$ cat src/rtl/svf_sched.sv
// svf_sched: one state-variable filter datapath and one external 32x16
// multiplier time-shared across NCH channels. Each clkEn tick sweeps the
// channels in order, seven cycles per channel, and presents each channel's
// updated low/band/high for one oValid cycle.
// Optional build macro SVF_SCHED_SAT_EN: clamp the low/high/band updates to
// the signed 32-bit range instead of letting them wrap.
module svf_sched #(
  parameter int NCH  = 2,
  parameter int CH_W = 1
) (
  input  logic                     clk,
  input  logic                     rst,
  input  logic                     clkEn,
  input  logic signed [31:0]       iIn,
  input  logic        [15:0]       iCut,
  input  logic        [15:0]       iRes,
  output logic        [CH_W-1:0]   oCh,
  output logic signed [31:0]       mulA,
  output logic        [15:0]       mulB,
  input  logic signed [31:0]       mulOut,
  output logic signed [31:0]       oLP,
  output logic signed [31:0]       oBP,
  output logic signed [31:0]       oHP,
  output logic        [CH_W-1:0]   oOutCh,
  output logic                     oValid,
  output logic                     oBusy,
  output logic                     oOverrun,
  input  logic                     iClrOvr
);

  localparam int DATA_W = 32;
  localparam int COEF_W = 16;
  localparam logic [CH_W-1:0] LAST_CH = CH_W'(NCH - 1);

  typedef enum logic [2:0] {
    S_IDLE, S_P0, S_P1, S_P2, S_P3, S_P4, S_P5, S_P6
  } state_t;

  state_t                    state_q;
  logic        [CH_W-1:0]    ch_q;
  logic        [CH_W-1:0]    out_ch_q;
  logic signed [DATA_W-1:0]  low_q  [NCH];
  logic signed [DATA_W-1:0]  band_q [NCH];
  logic signed [DATA_W-1:0]  high_q [NCH];
  logic signed [DATA_W-1:0]  mul_a_q;
  logic        [COEF_W-1:0]  mul_b_q;
  logic signed [DATA_W-1:0]  lp_q, bp_q, hp_q;
  logic                      vld_q, busy_q, ovr_q;

  logic signed [DATA_W-1:0]  low_cur, band_cur, high_cur;
  logic signed [DATA_W-1:0]  low_d, high_d, band_d;

`ifdef SVF_SCHED_SAT_EN
  function automatic logic signed [33:0] ext34(input logic signed [DATA_W-1:0] v);
    return {{2{v[DATA_W-1]}}, v};
  endfunction

  function automatic logic signed [DATA_W-1:0] sat34(input logic signed [33:0] v);
    if (v > 34'sh0_7FFF_FFFF) return 32'sh7FFF_FFFF;
    if (v < 34'sh3_8000_0000) return 32'sh8000_0000;
    return v[DATA_W-1:0];
  endfunction
`endif

  assign low_cur  = low_q[ch_q];
  assign band_cur = band_q[ch_q];
  assign high_cur = high_q[ch_q];

  // Integrator updates for the active channel; low_cur already holds the new low in P3
  always_comb begin
`ifdef SVF_SCHED_SAT_EN
    low_d  = sat34(ext34(low_cur) + ext34(mulOut));
    high_d = sat34(ext34(iIn) - ext34(low_cur) - ext34(mulOut));
    band_d = sat34(ext34(band_cur) + ext34(mulOut));
`else
    low_d  = low_cur + mulOut;
    high_d = iIn - low_cur - mulOut;
    band_d = band_cur + mulOut;
`endif
  end

  // Sweep sequencer, multiplier operand registers, channel state and outputs
  always_ff @(posedge clk) begin
    if (rst) begin
      state_q  <= S_IDLE;
      ch_q     <= '0;
      out_ch_q <= '0;
      mul_a_q  <= '0;
      mul_b_q  <= '0;
      lp_q     <= '0;
      bp_q     <= '0;
      hp_q     <= '0;
      vld_q    <= 1'b0;
      busy_q   <= 1'b0;
      ovr_q    <= 1'b0;
      for (int i = 0; i < NCH; i++) begin
        low_q[i]  <= '0;
        band_q[i] <= '0;
        high_q[i] <= '0;
      end
    end else begin
      vld_q <= 1'b0;
      // a tick landing mid-sweep is dropped and flagged; setting beats clearing
      if (iClrOvr) ovr_q <= 1'b0;
      if (clkEn && (state_q != S_IDLE)) ovr_q <= 1'b1;
      case (state_q)
        S_IDLE: begin
          if (clkEn) begin
            state_q <= S_P0;
            ch_q    <= '0;
            busy_q  <= 1'b1;
          end
        end
        S_P0: begin
          mul_a_q <= band_cur;
          mul_b_q <= iCut;
          state_q <= S_P1;
        end
        S_P1: begin
          mul_a_q <= band_cur;
          mul_b_q <= iRes;
          state_q <= S_P2;
        end
        S_P2: begin
          low_q[ch_q] <= low_d;
          state_q     <= S_P3;
        end
        S_P3: begin
          high_q[ch_q] <= high_d;
          state_q      <= S_P4;
        end
        S_P4: begin
          mul_a_q <= high_cur;
          mul_b_q <= iCut;
          state_q <= S_P5;
        end
        S_P5: begin
          state_q <= S_P6;
        end
        S_P6: begin
          band_q[ch_q] <= band_d;
          lp_q         <= low_cur;
          bp_q         <= band_d;
          hp_q         <= high_cur;
          out_ch_q     <= ch_q;
          vld_q        <= 1'b1;
          if (ch_q == LAST_CH) begin
            state_q <= S_IDLE;
            busy_q  <= 1'b0;
          end else begin
            ch_q    <= ch_q + 1'b1;
            state_q <= S_P0;
          end
        end
        default: state_q <= S_IDLE;
      endcase
    end
  end

  assign oCh      = ch_q;
  assign mulA     = mul_a_q;
  assign mulB     = mul_b_q;
  assign oLP      = lp_q;
  assign oBP      = bp_q;
  assign oHP      = hp_q;
  assign oOutCh   = out_ch_q;
  assign oValid   = vld_q;
  assign oBusy    = busy_q;
  assign oOverrun = ovr_q;

endmodule

$ cat config.mk
export PLATFORM = sky130hd
export DESIGN_NAME = svf_sched
export DESIGN_NICKNAME = d
export VERILOG_FILES = /design/src/rtl/svf_sched.sv
export SDC_FILE = /design/constraint.sdc
export NUM_CORES = 1
export LEC_CHECK = 0
export CAP_MARGIN = 25
export CORE_MARGIN = 3
export CORE_UTILIZATION = 41
export DETAILED_ROUTE_END_ITERATION = 10
export GPL_ROUTABILITY_DRIVEN = 0
export PLACE_DENSITY = 0.7
export SKIP_LAST_GASP = 1
export SYNTH_ARGS = -nofsm -noshare
export SYNTH_HDL_FRONTEND = slang
export SYNTH_SLANG_ARGS = --single-unit
$ cat constraint.sdc
create_clock -name clk -period 4.2 [get_ports clk]
set_input_delay 0.84 -clock clk [delete_from_list [all_inputs] [get_ports clk]]
set_output_delay 0.84 -clock clk [all_outputs]
set_load 0.03 [all_outputs]
==> results by group <==
Logic synthesis
  • XOR/XNOR Fraction of Synth Area: between 4 and 5%
  • Area leader, netlist: edfxtp_1
  • Mux share of post-synthesis cell area: 6.18%
  • Mapped Cells: 1984
  • Largest family of logic cells by synthesized area: simple AND/OR/NAND/NOR gates
  • Unique masters post-synth: 77
  • Synthesized flop and latch total: 345
  • Syn nets: 2242
  • Most used DFF post-synth: edfxtp_1
  • Adder-Cell Fraction of Synth Area: 11.5%
  • Number of flops mapped to enable cells by yosys: approximately 190
  • Syn Area/Cell: 9.73 um^2
  • Synth top area share: 29.9%
  • Simple-gate portion of the synthesized area: between 10 and 15%
  • Top post-synthesis cells by area: edfxtp_1 30%, dfxtp_1 16%, ha_1 8.1%
  • Mapped cell area: between 15000 and 20000 um^2
  • Post-synthesis compound-gate area fraction: 14.3%
  • FFs w/ async S/R, synth: 0%
  • Post-synthesis sequential area ratio: 45.7%
  • Yosys warning total: 0

Outcome
  • Status: finished, final reports clean

Timing
  • Maximum clock rate: 253 MHz
  • Max Clock Skew: roughly 0.024 ns
  • Max_slew headroom: about a third
  • Crit share post-route: 94.0%
  • Final setup vio count: 0
  • RSZ-0062 raised after global routing: false
  • Fin. max-slew vios: 0
  • Final Hold Vio Count: 0
  • Final critical delay including setup and external delays: about 3.9 ns
  • Setup_tns: 0 ns
  • Worst-margin pin slew: 1.01 ns

Drt
  • DR vias: roughly 16000
  • DRC: 0
  • DRT iter0 DRCs: 1523
  • Routed WL per cell: 19.9 um
  • Vias per cell: 5.46
  • Final wirelength: between 50000 and 60000 um
  • First-pass DRT Iterations: 6
  • Post-route antenna net violation count: 0

Power and ir drop
  • Switching part of the total power: 28.8%
  • Sw Pwr: 0.00271 W
  • Pwr dens: 385 nW/um^2
  • Clock power frac: 37.7%
  • Combinational Power Share: between 20% and 30%
  • Register share of total power: between 30 and 40%
  • P_leak: around 9.9 nW
  • Internal power: 0.00669 W
  • Worst IR Drop VDD: 0.251 mV

Global routing
  • Pin count of the biggest net entering global routing: 98
  • Vias in the first global route: 15800
  • Initial antenna violation count: 3
  • Tot GR Track Use: 22.8%
  • GRT overflow: 0
  • First-pass GRT wire length: between 80000 and 90000 um

Floorplanning
  • Die H: 223 um
  • I/O pin cnt: 249
  • Die X: 223 um
  • Die ar.: 49700 um^2
  • Row count: 78
  • Core box area: 46000 um^2
  • Starting Density: 42.0%

Min path
  • Type of the most critical hold path: flip-flop to flip-flop
  • Min-Delay Path Depth: 2

Clocking
  • Clk root buf: clkbuf_16
  • Setup bufs post-CTS: 0
  • Clk pin slew, worst setup/hold paths: 0.06 ns
  • Count of cells resized by post-cts repair: 0
  • CTS tree: built
  • Clock Sinks: approximately 350
  • Worst skew pair latency: around 0.57 ns
  • CTS Buf Count: 40
  • Worst-case clock buffer depth: 3
  • # hold bufs at CTS: 0
  • CTS H-tree depth: 2

Cells and area
  • Cell area after layout: 24400 um^2
  • Layout cells sized above 1: around 10%
  • Non-Filler Instances: 2921
  • Layout area overhead: 26.5%
  • Util after Layout: 53.1%
  • Final nets: ~2500
  • Most frequent cells in the layout: 277 x nor2_1, 247 x clkdlybuf4s50_1, 206 x nand2_1
  • Most common cell after layout, fill and taps aside: nor2_1
  • Fillers: 4107

Worst setup path
  • Arr. time, crit path: 4.24 ns
  • Cell family with the largest share of critical-path delay: compound AO/OA/AOI/OAI gates
  • Setup CP Type: flip-flop to flip-flop
  • WP depth: 11
  • Critical Path Start Type: flip-flop
  • Reg2reg path depth: 11
  • Worst Path Buf+Inv: 2
  • Worst EP required: 4.49 ns
  • Cell Chain, Critical Path: buf_12 > mux2_2 > ha_1 > inv_1 > o21ai_0 > nand4_1 > a31oi_2 > a31oi_1 > o21ai_1 > xnor2_1 > nor2_1
  • Max stage delay cell, worst path: dfxtp_4
  • Crit-path max FO: 31
  • Crit-path max cell delay: 0.57 ns
  • Worst Setup End Kind: flip-flop

Place
  • Number of buffers added on ports: 248
  • Dpl hpwl: 43300 um
  • Placed cell area: 23000 um^2
  • Dpl cells: 2844

Flow run
  • Max-Cap Viols: 0
[kinds of logic after synthesis]
kind of cell / after synthesis
flops: 345
fa+ha+maj: 158
xor+xnor: 89
buf+inv: 195
simple gates: 637
compound gates: 446
mux: 114
[cells in the mapped netlist, types with 18 or more instances]
cell type,count
clkbuf_1,87
xor2_1,44
dfxtp_1,153
mux2i_1,81
ha_1,125
nand2_1,206
a21oi_1,121
a211oi_1,18
and2_1,33
xnor2_1,45
mux2_2,32
a21o_1,50
fa_1,33
nand4_1,18
inv_1,95
nand3_1,23
edfxtp_1,192
o21ai_0,147
nor2_1,279
[flip-flops by register name (all words and copies together) (netlist names), named ones only]
signal / cells
oHP: 32
mulB: 16
oBusy: 1
oLP: 32
low_q: 64
band_q: 64
oBP: 32
high_q: 64
mulA: 32
oOutCh: 1
oOverrun: 1
state_q: 3
oCh: 1
oValid: 1
[metrics by stage]
stage,total power (W),setup WS (ns),hold WS [ns]
after detailed placement,0.00589,-0.0385,0.433
final,0.00940,0.254,0.441
after global routing,0.00982,0.0233,0.467
after floorplan,0.00512,0.121,0.513
after global placement,0.00585,-0.00592,0.434
after CTS,0.00946,0.00275,0.443
[area by class of cell]
class	count	area [um^2]	share of cell area, %
antenna	3	7.51	0.0308
sequential	345	8830	36.2
clock buffer	55	1170	4.81
tap	600	751	3.08
clock inverter	19	174	0.713
multi-input combinational	1444	9770	40.0
inverter	96	360	1.48
timing repair buffer	359	3340	13.7
[tightest hold or removal path, cell delays in order, from the launching register on]
cell     delay (ns)
dfxtp_1        0.31
nand2_1        0.05
nand2_1        0.04
[worst paths after layout]
check | start | endpoint | slack (ns)
worst min-delay path | oBP[5]$_SDFFE_PP0P_ | oBP[5]$_SDFFE_PP0P_ | 0.44
worst max-delay path | flip-flop | band_q[0][27]$_SDFFCE_PN0P_ | 0.25
worst max register to register | flip-flop | band_q[0][27]$_SDFFCE_PN0P_ | 0.25
worst min register to register | oBP[5]$_SDFFE_PP0P_ | oBP[5]$_SDFFE_PP0P_ | 0.44
[routing by layer]
layer | share of wire (%) | track usage, %
met4 | 4.8 | 10.4
met1 | 41 | 28.8
met2 | 47 | 37.4
met5 | 0 | 0
met3 | 8.2 | 4.82
[power by group through the flow]
stage | Combinational, W | Clock, W | Sequential (W)
2_1_floorplan | 0.00124 | 0 | 0.00388
3_3_place_gp | 0.00205 | 0 | 0.00380
3_5_place_dp | 0.00209 | 0 | 0.00381
4_1_cts | 0.00210 | 0.00363 | 0.00373
5_1_grt | 0.00231 | 0.00376 | 0.00375
6_report | 0.00212 | 0.00355 | 0.00373
(Power assumes the default switching activity.)
